**config.mk**
```make
export PLATFORM = sky130hd
export DESIGN_NAME = id_ctrl_stage
export DESIGN_NICKNAME = d
export VERILOG_FILES = /design/src/rtl/id_ctrl_stage_pkg.sv /design/src/rtl/id_ctrl_stage_br_cond.sv /design/src/rtl/id_ctrl_stage.sv
export SDC_FILE = /design/constraint.sdc
export NUM_CORES = 1
export LEC_CHECK = 0
export ABC_AREA = 1
export CAP_MARGIN = 10
export CORE_UTILIZATION = 50
export CTS_BUF_LIST = sky130_fd_sc_hd__clkbuf_16
export CTS_CLUSTER_DIAMETER = 80
export DETAILED_ROUTE_END_ITERATION = 12
export GPL_TIMING_DRIVEN = 0
export PLACE_DENSITY_LB_ADDON = 0.08
export SYNTH_ARGS = -nofsm -noshare
export SYNTH_HDL_FRONTEND = slang
export SYNTH_SLANG_ARGS = --single-unit
export TNS_END_PERCENT = 1
```
**constraint.sdc**
```tcl
create_clock -name clk -period 7.7 [get_ports clk]
set_input_delay 1.54 -clock clk [delete_from_list [all_inputs] [get_ports clk]]
set_output_delay 1.54 -clock clk [all_outputs]
set_load 0.02 [all_outputs]
```
**src/rtl/id_ctrl_stage_pkg.sv**
```systemverilog
// Shared decode constants: RV64 opcodes, branch funct3 codes, default widths.
package id_ctrl_stage_pkg;

    localparam int XLEN_DEF = 64;
    localparam int ILEN_DEF = 32;

    localparam logic [6:0] OP_LUI    = 7'b0110111;
    localparam logic [6:0] OP_AUIPC  = 7'b0010111;
    localparam logic [6:0] OP_JAL    = 7'b1101111;
    localparam logic [6:0] OP_JALR   = 7'b1100111;
    localparam logic [6:0] OP_BRANCH = 7'b1100011;
    localparam logic [6:0] OP_LOAD   = 7'b0000011;
    localparam logic [6:0] OP_STORE  = 7'b0100011;
    localparam logic [6:0] OP_IMM    = 7'b0010011;
    localparam logic [6:0] OP_OP     = 7'b0110011;
    localparam logic [6:0] OP_OP32   = 7'b0111011;

    localparam logic [2:0] BR_EQ  = 3'b000;
    localparam logic [2:0] BR_NE  = 3'b001;
    localparam logic [2:0] BR_LT  = 3'b100;
    localparam logic [2:0] BR_GE  = 3'b101;
    localparam logic [2:0] BR_LTU = 3'b110;
    localparam logic [2:0] BR_GEU = 3'b111;

endpackage

```
**src/rtl/id_ctrl_stage_br_cond.sv**
```systemverilog
// Conditional-branch comparator: decides Bxx taken from operands and funct3.
module id_ctrl_stage_br_cond
    import id_ctrl_stage_pkg::*;
#(
    parameter int XLEN = XLEN_DEF
) (
    input  logic [XLEN-1:0] rs1,
    input  logic [XLEN-1:0] rs2,
    input  logic [2:0]      funct3,
    output logic            taken
);

    // Compare per funct3; reserved codes 010/011 are never taken.
    always_comb begin
        taken = 1'b0;
        case (funct3)
            BR_EQ:   taken = (rs1 == rs2);
            BR_NE:   taken = (rs1 != rs2);
            BR_LT:   taken = ($signed(rs1) <  $signed(rs2));
            BR_GE:   taken = ($signed(rs1) >= $signed(rs2));
            BR_LTU:  taken = (rs1 <  rs2);
            BR_GEU:  taken = (rs1 >= rs2);
            default: taken = 1'b0;
        endcase
    end

endmodule

```
**src/rtl/id_ctrl_stage.sv**
```systemverilog
// Decode-stage front end: fs->ds register, jump/branch resolution with a
// one-shot redirect to fetch, load-use stall, and wrong-path drop filter.
//
// Handshake: a stage transfers on a cycle where the upstream valid and the
// downstream allowin are both high; valid never depends on allowin, and the
// receiving side captures on that edge.
module id_ctrl_stage
    import id_ctrl_stage_pkg::*;
#(
    parameter int XLEN = XLEN_DEF,
    parameter int ILEN = ILEN_DEF
) (
    input  logic            clk,
    input  logic            reset,
    input  logic            fs_to_ds_valid,
    input  logic [ILEN-1:0] fs_inst,
    input  logic [XLEN-1:0] fs_pc,
    output logic            ds_allowin,
    input  logic            flush,
    input  logic            es_allowin,
    output logic            ds_to_es_valid,
    output logic [XLEN-1:0] ds_pc,
    output logic [ILEN-1:0] ds_inst,
    output logic [4:0]      rs1_addr,
    output logic [4:0]      rs2_addr,
    input  logic [XLEN-1:0] rs1_data,
    input  logic [XLEN-1:0] rs2_data,
    input  logic            es_valid,
    input  logic            es_is_load,
    input  logic [4:0]      es_rd,
    output logic            ds_load_block,
    output logic            Is_trans,
    output logic [XLEN-1:0] trans_addr,
    output logic            branch_taken_cancel
);

    logic            ds_valid;
    logic            fired;
    logic            drop_pend;
    logic [XLEN-1:0] tgt_r;

    logic [6:0]      opcode;
    logic            is_jal, is_jalr, is_br;
    logic            uses_rs1, uses_rs2, hit;
    logic            ds_ready_go, br_taken, taken;
    logic [XLEN-1:0] imm_i, imm_b, imm_j, jalr_sum;
    logic            drop_eff, accept;
    logic [XLEN-1:0] tgt_eff;

    assign opcode   = ds_inst[6:0];
    assign rs1_addr = ds_inst[19:15];
    assign rs2_addr = ds_inst[24:20];
    assign is_jal   = (opcode == OP_JAL);
    assign is_jalr  = (opcode == OP_JALR);
    assign is_br    = (opcode == OP_BRANCH);

    assign imm_i = {{(XLEN-12){ds_inst[31]}}, ds_inst[31:20]};
    assign imm_b = {{(XLEN-13){ds_inst[31]}}, ds_inst[31], ds_inst[7],
                    ds_inst[30:25], ds_inst[11:8], 1'b0};
    assign imm_j = {{(XLEN-21){ds_inst[31]}}, ds_inst[31], ds_inst[19:12],
                    ds_inst[20], ds_inst[30:21], 1'b0};
    assign jalr_sum = rs1_data + imm_i;

    id_ctrl_stage_br_cond #(.XLEN(XLEN)) u_br_cond (
        .rs1    (rs1_data),
        .rs2    (rs2_data),
        .funct3 (ds_inst[14:12]),
        .taken  (br_taken)
    );

    // Register-use decode and load-use hazard detection against EX.
    always_comb begin
        uses_rs1 = !(opcode == OP_LUI || opcode == OP_AUIPC || opcode == OP_JAL);
        uses_rs2 = (opcode == OP_BRANCH || opcode == OP_STORE ||
                    opcode == OP_OP || opcode == OP_OP32);
        hit = (uses_rs1 && rs1_addr == es_rd) || (uses_rs2 && rs2_addr == es_rd);
        ds_load_block = ds_valid & es_valid & es_is_load & (es_rd != 5'd0) & hit;
    end

    assign ds_ready_go    = !ds_load_block;
    assign ds_allowin     = !ds_valid | (ds_ready_go & es_allowin);
    assign ds_to_es_valid = ds_valid & ds_ready_go & !flush;

    // Redirect target and one-shot strobe; held off while operands are stale.
    always_comb begin
        trans_addr = '0;
        taken      = is_jal | is_jalr | (is_br & br_taken);
        if (is_jal)       trans_addr = ds_pc + imm_j;
        else if (is_jalr) trans_addr = {jalr_sum[XLEN-1:1], 1'b0};
        else if (is_br)   trans_addr = ds_pc + imm_b;
        Is_trans            = ds_valid & ds_ready_go & taken & !fired & !flush;
        branch_taken_cancel = Is_trans;
    end

    // Wrong-path filter; a redirect raised this cycle already applies.
    always_comb begin
        drop_eff = drop_pend | Is_trans;
        tgt_eff  = Is_trans ? trans_addr : tgt_r;
        accept   = fs_to_ds_valid & !flush & !(drop_eff & (fs_pc != tgt_eff));
    end

    // Pipeline register plus redirect bookkeeping; flush overrides all.
    always_ff @(posedge clk or posedge reset) begin
        if (reset) begin
            ds_valid  <= 1'b0;
            ds_pc     <= '0;
            ds_inst   <= '0;
            fired     <= 1'b0;
            drop_pend <= 1'b0;
            tgt_r     <= '0;
        end else if (flush) begin
            ds_valid  <= 1'b0;
            fired     <= 1'b0;
            drop_pend <= 1'b0;
        end else begin
            if (Is_trans) begin
                fired     <= 1'b1;
                drop_pend <= 1'b1;
                tgt_r     <= trans_addr;
            end
            if (ds_allowin) begin
                ds_valid <= accept;
                if (accept) begin
                    ds_pc     <= fs_pc;
                    ds_inst   <= fs_inst;
                    fired     <= 1'b0;
                    drop_pend <= 1'b0;
                end
            end
        end
    end

endmodule

```
==> Yosys cells after proc, flatten, opt, wreduce, memory -nomap -nowiden <==
Index checks and enable logic that the tools add are counted.
{ "totals": {"romBits": 0, "mem_bits_rw": 0, "output_inout_bits": 175, "memories": 0, "regBits": 163, "latch_bits": 0} }
{ "classes": {"multipliers": 0, "eq_ne": 18, "magnitude_cmp": 4, "div": 0, "n_addsub": 3, "muxes": 15, "n_reduce_logical": 18, "shift": 0, "bitwise_logic": 19} }
{ "op_table": {"columns": ["cell", "n"], "rows": [
  ["$mux 64", 4],
  ["$add 64x64->64", 3],
  ["$ge 64x64->1", 2],
  ["$lt 64x64->1", 2],
  ["$ne 64x64->1", 2],
  ["$eq 64x64->1", 1],
  ["$eq 7x6->1 const B", 4],
  ["$eq 7x7->1 const B", 3],
  ["$and 1x1->1", 14],
  ["$eq 3x3->1 const B", 4],
  ["$eq 5x5->1", 2],
  ["$mux 1", 10],
  ["$eq 7x5->1 const B", 1],
  ["$logic_not 1->1", 6],
  ["$logic_or 1x1->1", 6],
  ["$pmux 1 s6", 1],
  ["$reduce_bool 5->1", 1],
  ["$or 1x1->1", 4],
  ["$eq 3x1->1 const B", 1],
  ["$logic_not 3->1", 1],
  ["$reduce_and 3->1", 1],
  ["$logic_and 1x1->1", 2],
  ["$reduce_bool 2->1", 1],
  ["$not 1->1", 1]
]} }

==> Depth between registers and ports, before layout <==
{ "logic_depth": {"depth_word": 20, "depth_mapped": 40, "depth_no_buf": 37} }

==> Cells and area by module <==
A second synthesis with hierarchy kept.
{ "hier_totals": {"cells_unflattened": 4602, "hier_area_um2": 24513.5} }
{ "by_module_without_submodules": {"columns": ["module", "seq_area_each_um2", "area_each_um2", "cells_each", "instances"], "rows": [
  ["id_ctrl_stage", 4078.9, 22685.5, 4296, 1],
  ["id_ctrl_stage_br_cond", 0.0, 1828.0, 306, 1]
]} }

==> Worst setup path after synthesis <==
Ideal clock, no wire load.
{ "synth_path": {"path_type": "reg-to-output", "start": "reg ds_inst[31]", "end": "out trans_addr[57]", "path_buffers": 0, "t_arrival_ns": 4.478, "stages_incl_launch_ff": 13, "path_slack_ns": 1.682, "path_cell_list": "dfrtp_1 > ha_1 > a21oi_1 > o21ai_0 > a21oi_1 > nor2_1 > nor2_1 > nor2_1 > nor3_1 > nand2_1 > xor2_1 > nand2_1 > nand3_1"} }
{ "synth_between": {"elab_chain_cells": 4} }
{ "synth_lines": {"columns": ["item", "line", "source"], "rows": [
  ["from (decl)", "id_ctrl_stage.sv:23", "output logic [ILEN-1:0] ds_inst,"],
  ["from (signal assigned)", "id_ctrl_stage.sv:125", "ds_inst <= fs_inst;"],
  ["$add 64x64->64", "id_ctrl_stage.sv:90", "else if (is_br) trans_addr = ds_pc + imm_b;"],
  ["$mux 64", "id_ctrl_stage.sv:90", null],
  ["$mux 64", "id_ctrl_stage.sv:89", "else if (is_jalr) trans_addr = {jalr_sum[XLEN-1:1], 1'b0};"],
  ["$mux 64 (*)", "id_ctrl_stage.sv:88", "if (is_jal) trans_addr = ds_pc + imm_j;"],
  ["to (decl)", "id_ctrl_stage.sv:33", "output logic [XLEN-1:0] trans_addr,"]
]} }
Every way passes the cells marked *; elsewhere a longest branch is shown, timed or not.

==> Final worst setup path <==
{ "layout_path": {"start": "in rs1_data[63]", "end": "reg ds_inst[13]"} }
{ "layout_between": {"elab_chain_cells": 13} }
{ "layout_lines": {"columns": ["item", "line", "source"], "rows": [
  ["from (decl)", "id_ctrl_stage.sv:26", "input logic [XLEN-1:0] rs1_data,"],
  ["$ge 64x64->1 (tied with other cells)", "id_ctrl_stage_br_cond.sv:22", "BR_GEU: taken = (rs1 >= rs2);"],
  ["$pmux 1 s6", "id_ctrl_stage_br_cond.sv:16", "case (funct3)"],
  ["$and 1x1->1", "id_ctrl_stage.sv:87", "taken = is_jal | is_jalr | (is_br & br_taken);"],
  ["$or 1x1->1", "id_ctrl_stage.sv:87", null],
  ["$and 1x1->1 (3 in series)", "id_ctrl_stage.sv:91", "Is_trans = ds_valid & ds_ready_go & taken & !fired & !flush;"],
  ["$mux 64", null, null],
  ["$ne 64x64->1", "id_ctrl_stage.sv:99", "accept = fs_to_ds_valid & !flush & !(drop_eff & (fs_pc != tgt_eff));"],
  ["$and 1x1->1 (*)", "id_ctrl_stage.sv:99", null],
  ["$logic_not 1->1 (*)", "id_ctrl_stage.sv:99", null],
  ["$and 1x1->1 (*)", "id_ctrl_stage.sv:99", null],
  ["$reduce_and 3->1 (no source line) (*)", null, null]
]} }
Marked as above.
A chain may end at the register's enable or synchronous reset.

==> summary.txt <==
Run status
  • Status: finished clean

Yosys
  • Adder-cell share of the synthesized area: around an eighth
  • Simple-gate share of the synthesized area: 41.8%
  • Compound-Gate Fraction of Synth Area: around 15%
  • Syn Nets: approximately 4300
  • XOR/XNOR Fraction of Synth Area: around 2.2%
  • Syn avg cell area: 5.73 µm²
  • Seq/Total Area, Yosys: 18.5%
  • Synth Cell Area: around 0.022 mm²
  • Synthesized flop and latch total: approximately 160
  • Synthesized instance count: about 3800
  • Top-count cell post-synth: nand2_1
  • Ys async rst share: 100%
  • Synth area leader: nand2_1
  • Mux cell area share after synthesis: 0%
  • Largest family of logic cells by synthesized area: simple AND/OR/NAND/NOR gates
  • Synth cell count leaders: nand2_1, inv_1, nand3_1
  • Synth warn: 0
  • Synth top area cells: nand2_1, dfrtp_1, ha_1, nand3_1, inv_1
  • Primary FF master, synth: dfrtp_1
  • Post-synth EDFFs: 0
  • Distinct cell type count after synthesis: 41
  • Top cell type's share of synthesized area: between 20% and 30%

GRT
  • Vias in the first global route: 25000
  • Initial antenna violation count: 3
  • Total grt overflow: 0
  • First-pass GRT wire length: around 140 mm
  • GRT Overall Usage: roughly 42%
  • Largest net degree at the start of global routing: around 120

Detailed routing
  • DR DRC count: 0
  • Total Wirelength: approximately 96 mm
  • Met2 wire length: 40.8 mm
  • DR vias: about 28000
  • Initial DRC Count: roughly 3400
  • M1 WL: around 38 mm
  • Top routing layer in use: met4
  • Routed wire per std cell: 19.8 µm
  • Met3 wire length: between 10 and 15 mm
  • Vias/cell: about 5.7
  • DR pass1 iterations: 8
  • Post-route ant nets: 0

Worst hold path
  • Worst hold path class: flop to flop
  • Sink of the worst hold path: tgt_r[16]
  • Hold depth: 2
  • Hold Startpoint: tgt_r[16]

Cells and area
  • Filler Cell Count: 4314
  • Area growth syn-to-layout: 25.1%
  • Multi-input logic area: 0.0157 mm²
  • Storage cell area: 0.00408 mm²
  • Post-Layout Inst Area: 0.0276 mm²
  • Fraction of layout cells with a size suffix above 1: 2.26%
  • # nets final: roughly 4700

Floorplan
  • Cell Rows: 76
  • Die X: 212 µm
  • DIE AREA: roughly 0.045 mm²
  • DIE HEIGHT: between 200 and 250 µm
  • Ports: about 400
  • Initial Util: about half
  • Core Area: between 0.04 and 0.05 mm²

Critical path
  • CP top delay family: simple AND/OR/NAND/NOR gates
  • Worst R2R End: ds_inst[13]
  • R2R Setup Slk: 1.00 ns
  • Critical Path Slowest Stage Cell: clkbuf_1
  • Most used cell, CP: nand2_1
  • Worst Setup End Kind: flop
  • Critical Path RT: 8.06 ns
  • Worst Path Buf+Inv: 5
  • Arrival time worst endpoint: 7.74 ns
  • Critical Path Source Type: input pin
  • Worst flop-to-flop path startpoint: ds_inst[31]
  • Setup Crit Path Kind: input pin to flop
  • Worst Reg-to-Reg Cells: 29
  • Max stage delay on crit path: approximately 0.6 ns
  • Critical path fanouts, max: 10

Job
  • Maxcap violations: 0

STA
  • Minimum clock period: ~7.4 ns
  • RSZ-0062 raised after global routing: false
  • Final Cycle Share: 95.9%
  • Final setup vio count: 0
  • Max Clock Freq: roughly 140 MHz
  • Fin worst setup slack: ~0.31 ns
  • Hold WS: a little under 0.5 ns
  • Worst-Margin Slew: 1.11 ns
  • Post-Route Setup TNS: 0 ns
  • Relative slew slack: 25.3%
  • Clock Skew: ~0.012 ns
  • Max Slew Vio Count: 0
  • Final-report hold violation count: 0

CTS
  • CTS clock-pin slew for the worst setup and hold paths: around 0.070 ns
  • CTS hold repair buffers: 0
  • Max Buffers Root-to-Sink: 2
  • H-Tree Depth: 4
  • # Post-CTS Setup Buffers: 0
  • Root buffer cell: clkbuf_16
  • Cts repair resizes: 1
  • Num CTS Buffers: 17
  • Clock sink count: between 150 and 200
  • Worst-Skew Late Latency: 0.47 ns
  • CTS tree: built

Power
  • VDD IR-drop max: ~160 µV
  • Tot Pwr: about 4.8 mW
  • Pleak: 14.0 nW
  • Pwr Density: approximately 170 mW/mm²

Placement
  • PortBufs: 410
  • RD Place Congestion: ~1.1
  • Post-DP HPWL: between 80 and 90 mm
  • Dpl ws: -0.678 ns
  • Placed cell areas: 0.0270 mm²
stage by stage:
stage	std cells	utilization [%]
after floorplan	3848	-
after global placement	4843	62.1
after detailed placement	4845	62.3
after CTS	4877	63.7
after global routing	4879	63.7
final	4879	63.7
registers in the layout (all words and copies together) (netlist names):
register / flops
ds_inst: 32
drop_pend: 1
ds_pc: 64
fired: 1
tgt_r: 64
ds_valid: 1
worst reg2reg max path, delay by kind of cell (launching register included):
kind	cells	cell delay, ns
AO/OA/AOI/OAI	3	1.08
adder cells (fa/ha/maj)	1	0.38
flip-flops	1	0.83
buffers and inverters	3	0.97
AND/OR/NAND/NOR	21	3.17
XOR/XNOR	1	0.16
cell families after synthesis:
family / Yosys count
AO/OA/AOI/OAI: 622
XOR/XNOR: 56
adder cells (fa/ha/maj): 204
buffers and inverters: 601
flip-flops: 163
AND/OR/NAND/NOR: 2202
final cells by class:
cell class / instances / area share, %
clock buffer: 17 / 1.54
buffer: 86 / 1.47
sequential: 163 / 14.8
tap: 585 / 2.65
inverter: 515 / 7.04
antenna: 2 / 0.0182
multi-input combinational: 3084 / 56.8
timing repair buffer: 412 / 15.1
clock inverter: 15 / 0.613
routing by layer:
| metal | vias to the layer above | GRT usage, % |
|---|---|---|
| met3 | 300 | 8.71 |
| li1 | 13500 | - |
| met2 | 1667 | 64.7 |
| met1 | 12400 | 54.0 |
| met4 | 0 | 26.8 |
| met5 | - | 0 |
report_power, final:
part / switching, mW / internal, mW / leakage [nW] / total (mW)
clock: 0.408 / 0.486 / 0.288 / 0.895
sequential: 0.152 / 0.934 / 2.11 / 1.09
combinational: 1.79 / 0.978 / 11.6 / 2.77
total: 2.35 / 2.40 / 14.0 / 4.75
cell usage in the layout (no fill, tap or decap), types with 3 or more instances in the layout:
cell | netlist | layout
nand2_1 | 1185 | 1184
inv_1 | 512 | 512
nand3_1 | 463 | 463
nor2_1 | 416 | 415
clkdlybuf4s50_1 | 0 | 410
a21oi_1 | 301 | 301
o21ai_0 | 214 | 214
ha_1 | 201 | 201
dfrtp_1 | 163 | 162
xor2_1 | 45 | 45
clkbuf_1 | 47 | 45
nor3_1 | 38 | 38
nand3b_1 | 33 | 33
nand4_1 | 31 | 31
o21a_1 | 20 | 20
buf_2 | 20 | 20
o21bai_1 | 20 | 20
a21o_1 | 19 | 19
or2_2 | 17 | 17
clkbuf_16 | 0 | 17
buf_4 | 15 | 15
a31oi_1 | 14 | 14
a21boi_0 | 13 | 13
xnor2_1 | 11 | 11
nor4_1 | 9 | 8
and3_1 | 5 | 5
o21ai_1 | 5 | 5
inv_6 | 0 | 5
o211ai_1 | 4 | 4
buf_1 | 4 | 4
inv_8 | 0 | 4
nand2_2 | 2 | 3
fa_1 | 3 | 3
clkinvlp_4 | 0 | 3
worst max-delay path by stage:
stage            startpoint                   to  cells after the start
6_report       rs1_data[63]          ds_inst[13]                     32
5_1_grt        rs2_data[63]          ds_inst[17]                     34
4_1_cts        rs2_data[63]  branch_taken_cancel                     22
3_5_place_dp   rs2_data[63]          ds_inst[12]                     33
3_3_place_gp    ds_inst[31]          ds_inst[13]                     28
2_1_floorplan   ds_inst[31]       trans_addr[57]                     12
(Power assumes the default switching activity.)
